File: src/rtl/mem_port_arbiter.sv
// ----------------------------------------------------------------------------
// mem_port_arbiter
//
// Purpose:
//   Shares one single-port synchronous SRAM between the instruction-fetch (IF)
//   port and the load/store (LS) port. At most one access is granted per cycle.
//   LS has fixed priority over IF. Each granted read is remembered for one
//   cycle so the SRAM read data can be routed back to the port that issued it.
//
// Optional feature:
//   `define ARB_STARVE_GUARD_EN  builds a fetch starvation guard. After IF has
//   been refused MAX_WAIT cycles in a row, IF is granted once even while LS is
//   requesting. Without the macro, LS priority is strict and no counter exists.
//
// Ports:
//   clk, rstn                   clock, asynchronous active-low reset
//   if_req/if_addr              fetch request and address
//   if_gnt                      fetch accepted this cycle (combinational)
//   if_rvalid/if_rdata          fetch data, one cycle after if_gnt
//   ls_req/ls_we/ls_be          load/store request, write flag, byte enables
//   ls_addr/ls_wdata            load/store address and store data
//   ls_gnt                      load/store accepted this cycle (combinational)
//   ls_rvalid/ls_rdata          load data, one cycle after a load grant
//   mem_en/mem_we/mem_be        SRAM enable, write enable, byte enables
//   mem_addr/mem_wdata          SRAM address and write data
//   mem_rdata                   SRAM read data (one cycle after a read)
// ----------------------------------------------------------------------------
module mem_port_arbiter #(
    parameter int unsigned AW       = 32,
    parameter int unsigned DW       = 32,
    parameter int unsigned MAX_WAIT = 4
) (
    input  logic            clk,
    input  logic            rstn,
    // fetch port
    input  logic            if_req,
    input  logic [AW-1:0]   if_addr,
    output logic            if_gnt,
    output logic            if_rvalid,
    output logic [DW-1:0]   if_rdata,
    // load/store port
    input  logic            ls_req,
    input  logic            ls_we,
    input  logic [DW/8-1:0] ls_be,
    input  logic [AW-1:0]   ls_addr,
    input  logic [DW-1:0]   ls_wdata,
    output logic            ls_gnt,
    output logic            ls_rvalid,
    output logic [DW-1:0]   ls_rdata,
    // SRAM port
    output logic            mem_en,
    output logic            mem_we,
    output logic [DW/8-1:0] mem_be,
    output logic [AW-1:0]   mem_addr,
    output logic [DW-1:0]   mem_wdata,
    input  logic [DW-1:0]   mem_rdata
);

    localparam int unsigned BW = DW / 8;

    // Owner of the read issued in the previous cycle
    localparam logic [1:0] ST_IDLE  = 2'd0;
    localparam logic [1:0] ST_IF_RD = 2'd1;
    localparam logic [1:0] ST_LS_RD = 2'd2;

    localparam logic [3:0] WAIT_LIMIT = 4'(MAX_WAIT);

    logic       w_force_if;
    logic       w_ls_win;
    logic       w_if_win;
    logic [1:0] r_state;
    logic [1:0] w_state_d;

    // ------------------------------------------------------------------------
    // Fetch starvation guard
    // ------------------------------------------------------------------------
`ifdef ARB_STARVE_GUARD_EN
    logic [3:0] r_wait_cnt;

    // Counts consecutive refused fetch cycles; saturates instead of wrapping.
    always_ff @(posedge clk or negedge rstn) begin
        if (!rstn) begin
            r_wait_cnt <= 4'd0;
        end else if (!if_req || if_gnt) begin
            r_wait_cnt <= 4'd0;
        end else if (r_wait_cnt != 4'hF) begin
            r_wait_cnt <= r_wait_cnt + 4'd1;
        end
    end

    assign w_force_if = (r_wait_cnt == WAIT_LIMIT);
`else
    logic w_unused_wait_limit;

    assign w_unused_wait_limit = ^WAIT_LIMIT;
    assign w_force_if          = 1'b0;
`endif

    // ------------------------------------------------------------------------
    // Grant decision; both grants are forced low while in reset
    // ------------------------------------------------------------------------
    assign w_ls_win = ls_req & ~w_force_if;
    assign w_if_win = if_req & (~ls_req | w_force_if);

    assign ls_gnt = rstn & w_ls_win;
    assign if_gnt = rstn & w_if_win;

    // ------------------------------------------------------------------------
    // SRAM request mux; idle cycles drive all-zero
    // ------------------------------------------------------------------------
    always_comb begin
        mem_en    = 1'b0;
        mem_we    = 1'b0;
        mem_be    = '0;
        mem_addr  = '0;
        mem_wdata = '0;
        if (if_gnt) begin
            mem_en   = 1'b1;
            mem_be   = {BW{1'b1}};
            mem_addr = if_addr;
        end else if (ls_gnt) begin
            mem_en    = 1'b1;
            mem_we    = ls_we;
            mem_be    = ls_be;
            mem_addr  = ls_addr;
            mem_wdata = ls_wdata;
        end
    end

    // ------------------------------------------------------------------------
    // Read ownership tracking; stores leave no pending response
    // ------------------------------------------------------------------------
    always_comb begin
        w_state_d = ST_IDLE;
        if (if_gnt) begin
            w_state_d = ST_IF_RD;
        end else if (ls_gnt && !ls_we) begin
            w_state_d = ST_LS_RD;
        end
    end

    always_ff @(posedge clk or negedge rstn) begin
        if (!rstn) begin
            r_state <= ST_IDLE;
        end else begin
            r_state <= w_state_d;
        end
    end

    // ------------------------------------------------------------------------
    // Response routing
    // ------------------------------------------------------------------------
    assign if_rvalid = (r_state == ST_IF_RD);
    assign ls_rvalid = (r_state == ST_LS_RD);
    assign if_rdata  = if_rvalid ? mem_rdata : '0;
    assign ls_rdata  = ls_rvalid ? mem_rdata : '0;

endmodule

File: config.mk
export PLATFORM = sky130hd
export DESIGN_NAME = mem_port_arbiter
export DESIGN_NICKNAME = d
export VERILOG_FILES = /design/src/rtl/mem_port_arbiter.sv
export SDC_FILE = /design/constraint.sdc
export NUM_CORES = 1
export LEC_CHECK = 0
export BUFFER_PORTS_ARGS = -buffer_cell sky130_fd_sc_hd__buf_2
export CAP_MARGIN = 20
export CORE_AREA = 2 2 106 108
export DETAILED_ROUTE_END_ITERATION = 16
export DIE_AREA = 0 0 108 110
export PLACE_DENSITY = 0.59
export RECOVER_POWER = 50
export SYNTH_ARGS = -nofsm -noshare
export SYNTH_HDL_FRONTEND = slang
export SYNTH_SLANG_ARGS = --single-unit
File: constraint.sdc
create_clock -name clk -period 0.95 [get_ports clk]
set_input_delay 0.095 -clock clk [delete_from_list [all_inputs] [get_ports clk]]
set_output_delay 0.095 -clock clk [all_outputs]
set_load 0.02 [all_outputs]
== Yosys cells after proc, flatten, opt, wreduce, memory -nomap -nowiden ==
Index checks and enable logic that the tools add are counted.
Word-level totals
  register bits after elaboration: 2
  logic and storage cells: 23
Operators by class
  multiplexer cells: 14
  reductions and logical operators: 2
  equality and inequality tests: 2
  bitwise logic cells: 4
Operators by type and width (number)
  $mux W32: 6
  $mux W4: 2
  $mux W1: 4
  $mux W2: 2
  $and A1 B1 Y1: 3
  $eq A2 B1 Y1 const B: 1
  $eq A2 B2 Y1 const B: 1
  $logic_and A1 B1 Y1: 1
  $logic_not A1 Y1: 1
  $not A1 Y1: 1

== Logic depth before layout (Yosys ltp) ==
Gate-level depths: netlist of run 1.
  depth after elaboration: 4
  mapped depth: 5
  gate-level depth less buffers: 2

== Worst setup path after synthesis of run 1 ==
OpenSTA, ideal clock, no wires.
  path kind: reg-to-output
  from: register r_state[1]
  to: output port if_rdata[22]
  data arrival time: 1.067 ns
  setup slack: -0.212 ns
  cell stages (with the launch flop): 4
  buffers on the path: 1
  required time: 0.855 ns
  path through: dfrtp_1 > nor2b_1 > buf_2 > and2_1
On the way
  longest elaborated chain between the ends: 2
Ends and longest elaborated chain
  from (decl): line 71  | logic [1:0] r_state;
  from (signal assigned): line 146  | r_state <= w_state_d;
  $eq A2 B1 Y1: line 153  | assign if_rvalid = (r_state == ST_IF_RD);
  named net if_rvalid: line 39  | output logic if_rvalid,
  $mux W32: line 155  | assign if_rdata = if_rvalid ? mem_rdata : '0;
  to (decl): line 40  | output logic [DW-1:0] if_rdata,
The timed path passes the listed nets, and every way through them passes these cells.

== Final worst setup path of run 1 ==
  from: register r_state[0]
  to: output port if_rdata[23]
On the way
  longest elaborated chain between the ends: 2
Ends and longest elaborated chain (line)
  $eq A2 B1 Y1: 153
  $mux W32: 155
Every way passes these cells.

==> results by group, run 1 <==
Floorplan
  • Io pins: between 200 and 300
  • Die Y: roughly 110 um
  • Initial Utilization: a little under an eighth
  • Core ar.: 0.0107 mm2
  • Rows: 38
  • Die Area: approximately 0.012 mm2
  • Die width: approximately 110 um

Synthesis
  • Synth area leader: and2_1
  • Top area cells in the synthesized netlist: and2_1 33%, a32o_1 26%, and3_1 17%
  • Yosys reg bits: 2
  • Post-synth top cells: 65 x and2_1, 33 x and3_1, 32 x a32o_1
  • Ys Warns: 0
  • Synth Area in Compound Gates: between 20 and 30%
  • Xor-xnor portion of the synthesized cell area: 0%
  • EDFF count, synth: 0
  • Syn Area/Cell: just over 7 um2
  • Synth Area in Adders: 0%
  • Ys async rst share: 100%
  • Cell variety after synth: 13
  • Syn Inst Count: around 170
  • Largest family of logic cells by synthesized area: simple AND/OR/NAND/NOR gates
  • Top FF cell, synth: dfrtp_1
  • Most frequent cell after synthesis: and2_1
  • Fraction of synthesized area in multiplexers: 0%
  • Share of the synthesized area in the top cell type: approximately a third
  • Synth Area in Simple Gates: a little over half
  • Synth Net Count: 310
  • Sequential-to-total area share from yosys stat: roughly 4.1%
  • Syn Std Cell Area: ~0.0012 mm2

Clocking
  • CTS Root Cell: clkbuf_8
  • Sink Count: 2
  • Clock buffer depth: 2
  • TritonCTS clock tree: done
  • Num CTS Buffers: 3
  • CTS H-Tree Depth: 1
  • Worst-path clk slew: ~0.030 ns

Timing
  • Worst setup margin: -0.401 ns
  • Worst Tran Pin Value: 0.394 ns
  • Slew Viols, Final: 0
  • Period minus WS final: about 1.4 ns
  • Max-slew headroom: roughly three quarters
  • Setup violators final: approximately 140
  • Fin Setup TNS: -40.32 ns
  • Fin. Hold Viols: 0
  • Final Cycle Share: 142%
  • Fin Hold WS: approximately 0.044 ns
  • Peak Freq: about 740 MHz
  • RSZ-0062 raised after global routing: true

Run status
  • Failing checks: negative setup slack
  • Outcome: finished with violations

Setup path
  • Slowest library cell on the worst path: dfrtp_1
  • Startpoint Class: flop
  • CP Capture Type: output pin
  • Slowest stage delay, CP: 0.37 ns
  • Worst EP arrival: around 1.3 ns
  • Crit path kind: flop to output pin
  • Worst path cell trace: nor2b_4 -> clkbuf_16 -> and2_4 -> buf_6
  • CP required: about 0.85 ns
  • Worst Path Max Fanout: 16
  • CP Buf/Inv Count: 2
  • Top delay family on crit path: flip-flops

Drt
  • Final ANT Viol Nets: 0
  • Vias per inst: between 4 and 5
  • DRC viols: 0
  • Vias: around 2500
  • Routed wire length: around 8.4 mm
  • First-pass iteration count of the detailed router: 4
  • Wire per inst: about 14 um
  • Iter 0 DRT Violations: between 80 and 90

Final layout
  • Number of flip-flops in the largest register: 2
  • Fraction of layout cells with a size suffix above 1: 85.2%
  • Filler cells: around 1100
  • Area delta synth->final: 211%
  • Top Registers: r_state: 2 flops
  • Fin cells: slightly below 600
  • Nets: 584
  • Largest Register: r_state
  • Post-layout util: 35.5%
  • Fin area: 0.00380 mm2
  • ANT cells: 0

Global routing
  • Vias in the first global route: roughly 2400
  • Grt total ovfl: 0
  • Initial antenna violation count: 0
  • GRT Overall Usage: 11.7%
  • Global-route wire length before repair: 11.3 mm
  • Largest net degree at the start of global routing: between 60 and 70

Min path
  • Worst Hold Depth: 2
  • Min-Delay Endpoint: r_state[1]
  • Hold wc startpoint: ls_we
  • Hold Crit Class: primary input to flop

Place
  • Post-DP HPWL: between 5 and 6 mm
  • # port buffers: ~270
  • Placed cell count: approximately 570
  • Gp weighted congestion: 0.833
  • Area after DPL: approximately 0.0029 mm2
  • Setup WS pre-CTS: -0.202 ns

Run
  • Max-Cap Viols: 0

Power and ir drop
  • Design Power: ~2.0 mW
  • VDD IR max: roughly 0.00028 V
  • PD cells: between 500 and 600 mW/mm2
  • Leak pwr: ~2.2 nW
[logic make-up after synthesis]
| logic type | Yosys count |
|---|---|
| buffers and inverters | 26 |
| DFF | 2 |
| and+or+nand+nor | 108 |
| AOI/OAI and AO/OA | 37 |
[report_power, final]
group          leakage (nW)  internal [mW]  switching, mW  total, mW
logic                  2.18          0.853          0.754       1.61
registers            0.0269         0.0892        0.00331     0.0925
clock network        0.0216          0.268         0.0668      0.335
[placed cells by master, fill, tap and decap left out, drive strengths merged]
master,count
buf,290
and2,66
and3,33
a32o,32
clkbuf,7
nand2,4
nor2b,4
a21boi,4
dfrtp,2
nand2b,1
o21a,1
dlygate4sd3,1
[final cells by class]
cell class                      count  area, um2  area share, %
Timing Repair Buffer              295       2300           60.6
Multi-Input combinational cell    145       1230           32.4
Tap cell                          140        175           4.61
Sequential cell                     2       50.0           1.32
Clock buffer                        3       41.3           1.09
[what timing repair did]
action                                 CTS  global route
hold buffers                             1             0
resized for setup                      191            27
setup endpoints to repair              102           101
cloned                                   5             2
buffers inserted                         3             2
endpoints found under the hold margin    2             0
pin swaps                               17             7
[layer usage]
layer / global-route usage [%] / up-vias / share of wire [%] / routed length, um
li1: - / 1180 / - / -
met4: 2.29 / 0 / 0.88 / 74
met1: 12.0 / 1108 / 33 / 2770
met3: 1.94 / 6 / 11 / 893
met2: 24.7 / 180 / 55 / 4660
met5: 0 / - / 0 / 0
[worst max path at each step]
stage / start / to / slack, ns / cells after the start
after floorplan: r_state[0] / if_rdata[22] / -0.06 / 3
after detailed placement: r_state[1] / ls_rdata[10] / -0.20 / 4
after global placement: r_state[1] / ls_rdata[15] / -0.17 / 4
final: r_state[0] / if_rdata[23] / -0.40 / 4
after global routing: r_state[0] / if_rdata[27] / -0.48 / 4
after CTS: r_state[1] / ls_rdata[10] / -0.41 / 4
Power figures use the tool's default switching activity.
==> run 2: changes to the inputs <==
--- a/config.mk
+++ b/config.mk
@@ -7,10 +7,10 @@
 export LEC_CHECK = 0
 export BUFFER_PORTS_ARGS = -buffer_cell sky130_fd_sc_hd__buf_2
 export CAP_MARGIN = 20
-export CORE_AREA = 2 2 106 108
+export CORE_AREA = 2 2 105 107
 export DETAILED_ROUTE_END_ITERATION = 16
-export DIE_AREA = 0 0 108 110
-export PLACE_DENSITY = 0.59
+export DIE_AREA = 0 0 107 109
+export PLACE_DENSITY = 0.58
 export RECOVER_POWER = 50
 export SYNTH_ARGS = -nofsm -noshare
 export SYNTH_HDL_FRONTEND = slang
==> constraint.sdc (replaced) <==
create_clock -name clk -period 1.5 [get_ports clk]
set_input_delay 0.15 -clock clk [delete_from_list [all_inputs] [get_ports clk]]
set_output_delay 0.15 -clock clk [all_outputs]
set_load 0.02 [all_outputs]
==> results by group, run 2 (synthesis results as in run 1) <==
Run status
  • Outcome: completed (was finished with violations)

Power and ir drop
  • VDD IR max: 0.000204 V (was 0.000277 V)
  • Leak pwr: 1.75 nW (was 2.23 nW)
  • Internal power: 0.544 mW (was 1.21 mW)
  • Clock power share: 21.1% (was 16.5%)
  • Switching share of power: 45.1% (was 40.5%)
  • PD cells: 362 mW/mm2 (was 535 mW/mm2)
  • Combinational Power Share: 73.0% (was 79.0%)
  • Design Power: 0.991 mW (was 2.03 mW)
  • P_sw: 0.447 mW (was 0.824 mW)
  • Seq pwr share: 5.9% (was 4.5%)

Run
  • Max-Cap Viols: 0 (unchanged)

Floorplan
  • Initial Utilization: 11.5% (was 11.4%)
  • Die Area: 0.0117 mm2 (was 0.0119 mm2)
  • Die width: 107 um (was 108 um)
  • Core ar.: 0.0106 mm2 (was 0.0107 mm2)
  • Io pins: 275 (unchanged)
  • Die Y: 109 um (was 110 um)
  • Rows: 38 (unchanged)

Timing
  • Peak Freq: around 700 MHz
  • Fin. Hold Viols: 0 (unchanged)
  • Final Cycle Share: between 90% and 100%
  • RSZ-0062 raised after global routing: true (unchanged)
  • Slew Viols, Final: 0 (unchanged)
  • Setup violators final: 0 (was 139)
  • Max-slew headroom: 71.3% (was 73.8%)
  • Worst Tran Pin Value: 0.430 ns (was 0.394 ns)
  • Period minus WS final: between 1 and 1.5 ns

Final layout
  • Sequential Area: 50.0 um2 (unchanged)
  • Most frequent cells in the layout: 254 x buf_2, 65 x and2_1, 33 x and3_1 (was 171 x buf_2, 88 x buf_6, 61 x and2_4)
  • Top Registers: r_state: 2 flops (unchanged)
  • Area of the multi-input gates: 0.00104 mm2 (was 0.00123 mm2)
  • Filler cells: 1170 (was 1073)
  • ANT cells: 0 (unchanged)
  • Area delta synth->final: 124% (was 211%)
  • Largest Register: r_state (unchanged)
  • Nets: 570 (was 584)
  • Commonest non-fill, non-tap cell in the layout: buf_2 (unchanged)
  • Fin area: 0.00273 mm2 (was 0.00380 mm2)
  • Number of flip-flops in the largest register: 2 (unchanged)
  • Fraction of layout cells with a size suffix above 1: 61.7% (was 85.2%)

Clocking
  • TritonCTS clock tree: done (unchanged)
  • CTS Root Cell: clkbuf_8 (unchanged)
  • Sink Count: 2 (unchanged)
  • Clock buffer depth: 2 (unchanged)
  • Num CTS Buffers: 3 (unchanged)
  • CTS H-Tree Depth: 1 (unchanged)
  • Worst-path clk slew: 0.03 ns (about the same)
  • Post-CTS Hold Fix Bufs: 0 (was 1)

Setup path
  • Top delay family on crit path: flip-flops (unchanged)
  • Startpoint Class: flop (unchanged)
  • Worst EP arrival: 1.27 ns (was 1.26 ns)
  • CP Buf/Inv Count: 2 (unchanged)
  • CP required: 1.35 ns (was 0.85 ns)
  • Slowest stage delay, CP: 0.37 ns (about the same)
  • Crit. Startpoint: r_state[0] (unchanged)
  • Worst path cell trace: nor2b_2 -> buf_12 -> and2_1 -> buf_2 (was nor2b_4 -> clkbuf_16 -> and2_4 -> buf_6)
  • Slowest library cell on the worst path: dfrtp_1 (unchanged)
  • Worst Path Max Fanout: 32 (was 16)
  • Critical path endpoint: if_rdata[5] (was if_rdata[23])
  • CP Capture Type: output pin (unchanged)
  • Crit path kind: flop to output pin (unchanged)
  • WP depth: 4 (unchanged)

Drt
  • DRC viols: 0 (unchanged)
  • Final ANT Viol Nets: 0 (unchanged)
  • First-pass iteration count of the detailed router: 4 (unchanged)
  • Routed wire length: 6.59 mm (was 8.40 mm)
  • Iter 0 DRT Violations: 158 (was 86)
  • Vias per inst: 4.15 (was 4.23)
  • Vias: 2368 (was 2474)
  • Wire per inst: 11.5 um (was 14.4 um)

Global routing
  • Vias in the first global route: 1944 (was 2369)
  • Global-route wire length before repair: 8.96 mm (was 11.3 mm)
  • Largest net degree at the start of global routing: 51 (was 65)
  • Initial antenna violation count: 0 (unchanged)
  • Grt total ovfl: 0 (unchanged)
  • GRT Overall Usage: 9.23% (was 11.7%)

Place
  • Gp weighted congestion: 0.719 (was 0.833)
  • Post-DP HPWL: 5.71 mm (was 5.91 mm)
  • # port buffers: 274 (unchanged)
  • Area after DPL: 0.00272 mm2 (was 0.00294 mm2)

Min path
  • Hold Crit Class: primary input to asynchronous set/reset pin (was primary input to flop)
==> run 2: final cells by class <==
cell class,instances,share of cell area (%)
flip-flops and latches,2,1.83
well taps,140,6.41
multi-input cells,145,37.9
repair buffers,281,52.4
clock buffers,3,1.51
==> run 2: what timing repair did <==
item / 4_1_cts / 5_1_grt
buffers inserted: 0 / 0
setup endpoints to repair: 2 / 61
gates resized for setup: 1 / 3
pin swaps: 0 / 0
hold endpoints to repair: 0 / 0
==> run 2: worst min path at each step <==
stage / from / endpoint / slack (ns) / depth (start not counted)
floorplan: rstn / r_state[0] / -0.15 / 0
global placement: rstn / r_state[0] / 0.24 / 2
detailed placement: rstn / r_state[1] / 0.27 / 2
CTS: rstn / r_state[0] / 0.05 / 2
global route: rstn / r_state[0] / 0.11 / 2
finish: rstn / r_state[0] / 0.06 / 2
==> run 2: through the flow <==
step	instances	utilization (%)	setup TNS (ns)	setup WS [ns]	hold WS (ns)
after floorplan	173	-	0	0.283	-0.146
after global routing	571	25.8	-0.0185	-0.0128	0.109
after global placement	568	25.6	0	0.154	0.244
final	571	25.8	0	0.0752	0.0625
after detailed placement	568	25.6	0	0.0994	0.269
after CTS	571	26.0	0	0.0315	0.0469
==> run 2: routing by layer <==
| layer | part of all wire [%] | track usage (%) | vias up | wire (um) |
|---|---|---|---|---|
| li1 | - | - | 1147 | - |
| met1 | 38 | 11.0 | 1063 | 2500 |
| met2 | 52 | 18.4 | 158 | 3430 |
| met3 | 10 | 0.897 | 0 | 657 |
| met4 | 0 | 0.835 | 0 | 0 |
| met5 | 0 | 0 | - | 0 |
==> run 2: power by group through the flow <==
| stage | combinational [mW] | sequential (mW) | clock [mW] |
|---|---|---|---|
| after detailed placement | 0.731 | 0.0579 | 0 |
| after CTS | 0.733 | 0.0575 | 0.218 |
| after floorplan | 0.395 | 0.0577 | 0 |
| after global routing | 0.781 | 0.0585 | 0.224 |
| final | 0.724 | 0.0582 | 0.209 |
| after global placement | 0.722 | 0.0577 | 0 |
==> run 3: changes to the inputs <==
==> constraint.sdc (replaced) <==
create_clock -name clk -period 1.33 [get_ports clk]
set_input_delay 0.133 -clock clk [delete_from_list [all_inputs] [get_ports clk]]
set_output_delay 0.133 -clock clk [all_outputs]
set_load 0.02 [all_outputs]
==> results by group, run 3 (synthesis results as in run 1) <==
Timing
  • Period minus WS final: about 1.4 ns
  • Worst Tran Pin Value: 0.407 ns (was 0.430 ns)
  • Final Cycle Share: 106%
  • Setup violators final: 75 (was 0)
  • Slew Viols, Final: 0 (unchanged)
  • Fin. Hold Viols: 0 (unchanged)
  • Peak Freq: between 700 and 800 MHz
  • Worst setup margin: -0.0749 ns (was 0.0752 ns)
  • Max-slew headroom: 72.8% (was 71.3%)
  • Fin Setup TNS: -1.91 ns (was 0 ns)
  • RSZ-0062 raised after global routing: true (unchanged)

Setup path
  • Crit path kind: flop to output pin (unchanged)
  • CP required: 1.20 ns (was 1.35 ns)
  • Worst path cell trace: nor2b_4 -> buf_12 -> and2_1 -> buf_4 (was nor2b_2 -> buf_12 -> and2_1 -> buf_2)
  • Startpoint Class: flop (unchanged)
  • CP Buf/Inv Count: 2 (unchanged)
  • Top delay family on crit path: flip-flops (unchanged)
  • Slowest stage delay, CP: 0.38 ns (was 0.37 ns)
  • Slowest library cell on the worst path: dfrtp_1 (unchanged)
  • Worst EP arrival: 1.27 ns (about the same)
  • CP Capture Type: output pin (unchanged)
  • Worst Path Max Fanout: 32 (unchanged)

Final layout
  • Nets: 572 (was 570)
  • Most frequent cells in the layout: 207 x buf_2, 62 x and2_1, 57 x buf_6 (was 254 x buf_2, 65 x and2_1, 33 x and3_1)
  • Fraction of layout cells with a size suffix above 1: 67.2% (was 61.7%)
  • Fin area: 0.00316 mm2 (was 0.00273 mm2)
  • Area delta synth->final: 159% (was 124%)
  • Top Registers: r_state: 2 flops (unchanged)
  • ANT cells: 0 (unchanged)
  • Fin cells: 573 (was 571)
  • Commonest non-fill, non-tap cell in the layout: buf_2 (unchanged)
  • Post-layout util: 29.8% (was 25.8%)
  • Number of flip-flops in the largest register: 2 (unchanged)
  • Largest Register: r_state (unchanged)

Global routing
  • Grt total ovfl: 0 (unchanged)
  • Global-route wire length before repair: 9.94 mm (was 8.96 mm)
  • GRT Overall Usage: 10.2% (was 9.23%)
  • Largest net degree at the start of global routing: 62 (was 51)
  • Initial antenna violation count: 0 (unchanged)
  • Vias in the first global route: 2128 (was 1944)

Power and ir drop
  • Design Power: 1.21 mW (was 0.991 mW)
  • Leak pwr: 1.89 nW (was 1.75 nW)
  • Switching share of power: 43.7% (was 45.1%)
  • VDD IR max: 0.000212 V (was 0.000204 V)
  • Clock power share: 19.5% (was 21.1%)
  • Seq pwr share: 5.5% (was 5.9%)
  • P_sw: 0.527 mW (was 0.447 mW)
  • PD cells: 382 mW/mm2 (was 362 mW/mm2)
  • Combinational Power Share: 75.0% (was 73.0%)
  • Internal power: 0.680 mW (was 0.544 mW)

Drt
  • Iter 0 DRT Violations: 163 (was 158)
  • DRC viols: 0 (unchanged)
  • Vias per inst: 4.21 (was 4.15)
  • First-pass iteration count of the detailed router: 4 (unchanged)
  • Wire per inst: 13.0 um (was 11.5 um)
  • Routed wire length: 7.46 mm (was 6.59 mm)
  • Vias: 2413 (was 2368)
  • Final ANT Viol Nets: 0 (unchanged)

Floorplan
  • Initial Utilization: 11.5% (unchanged)
  • Die Area: 0.0117 mm2 (unchanged)
  • Rows: 38 (unchanged)
  • Die width: 107 um (unchanged)
  • Io pins: 275 (unchanged)
  • Die Y: 109 um (unchanged)
  • Core ar.: 0.0106 mm2 (unchanged)

Clocking
  • Num CTS Buffers: 3 (unchanged)
  • Worst-path clk slew: 0.03 ns (about the same)
  • Sink Count: 2 (unchanged)
  • CTS Root Cell: clkbuf_8 (unchanged)
  • Clock buffer depth: 2 (unchanged)
  • TritonCTS clock tree: done (unchanged)
  • CTS H-Tree Depth: 1 (unchanged)

Run status
  • Failing checks: negative setup slack
  • Outcome: finished with violations (was completed)

Place
  • Gp weighted congestion: 0.736 (was 0.719)
  • Area after DPL: 0.00272 mm2 (about the same)
  • # port buffers: 274 (unchanged)
  • Placed cell count: 567 (was 568)
  • Post-DP HPWL: 5.83 mm (was 5.71 mm)

Run
  • Max-Cap Viols: 0 (unchanged)

Min path
  • Hold Crit Class: primary input to flop (was primary input to asynchronous set/reset pin)
[run 3: through the flow]
step	setup WS, ns	hold WS (ns)
5_1_grt	-0.121	0.105
2_1_floorplan	0.130	-0.163
4_1_cts	-0.0669	0.0844
3_5_place_dp	0.0254	0.00504
3_3_place_gp	0.0835	-0.0103
6_report	-0.0749	0.0892
[run 3: area by class of cell]
class	instances	area [um2]
Clock buffer	3	41.3
Fill cell	1164	7440
Multi-Input combinational cell	146	1060
Sequential cell	2	50.0
Tap cell	140	175
Timing Repair Buffer	282	1840
[run 3: power groups by stage]
stage / registers, mW / logic, mW / clock network, mW
2_1_floorplan: 0.0650 / 0.445 / 0
3_3_place_gp: 0.0652 / 0.816 / 0
3_5_place_dp: 0.0652 / 0.833 / 0
4_1_cts: 0.0661 / 0.892 / 0.243
5_1_grt: 0.0665 / 0.970 / 0.251
6_report: 0.0662 / 0.906 / 0.235
[run 3: what timing repair did]
item | 4_1_cts | 5_1_grt
buffers inserted | 1 | 0
gates cloned | 0 | 1
setup endpoints to repair | 63 | 79
resized for setup | 101 | 26
pin swaps | 0 | 1
endpoints found under the hold margin | 2 | 0
hold buffers | 1 | 0
[run 3: worst paths after layout]
kind	startpoint	cells after the start	slack, ns	endpoint
worst max-delay path	r_state[1]	4	-0.07	ls_rdata[11]
worst min-delay path	ls_we	2	0.09	r_state[1]
max in group asynchronous	rstn	2	0.77	r_state[1]
min in group asynchronous	rstn	2	0.44	r_state[0]
[run 3: metal layers]
layer	GRT usage, %	share of wire, %	up-vias
li1	-	-	1149
met5	0	0	-
met1	11.6	38	1092
met2	20.7	53	166
met4	1.48	0.51	0
met3	1.14	8.9	6
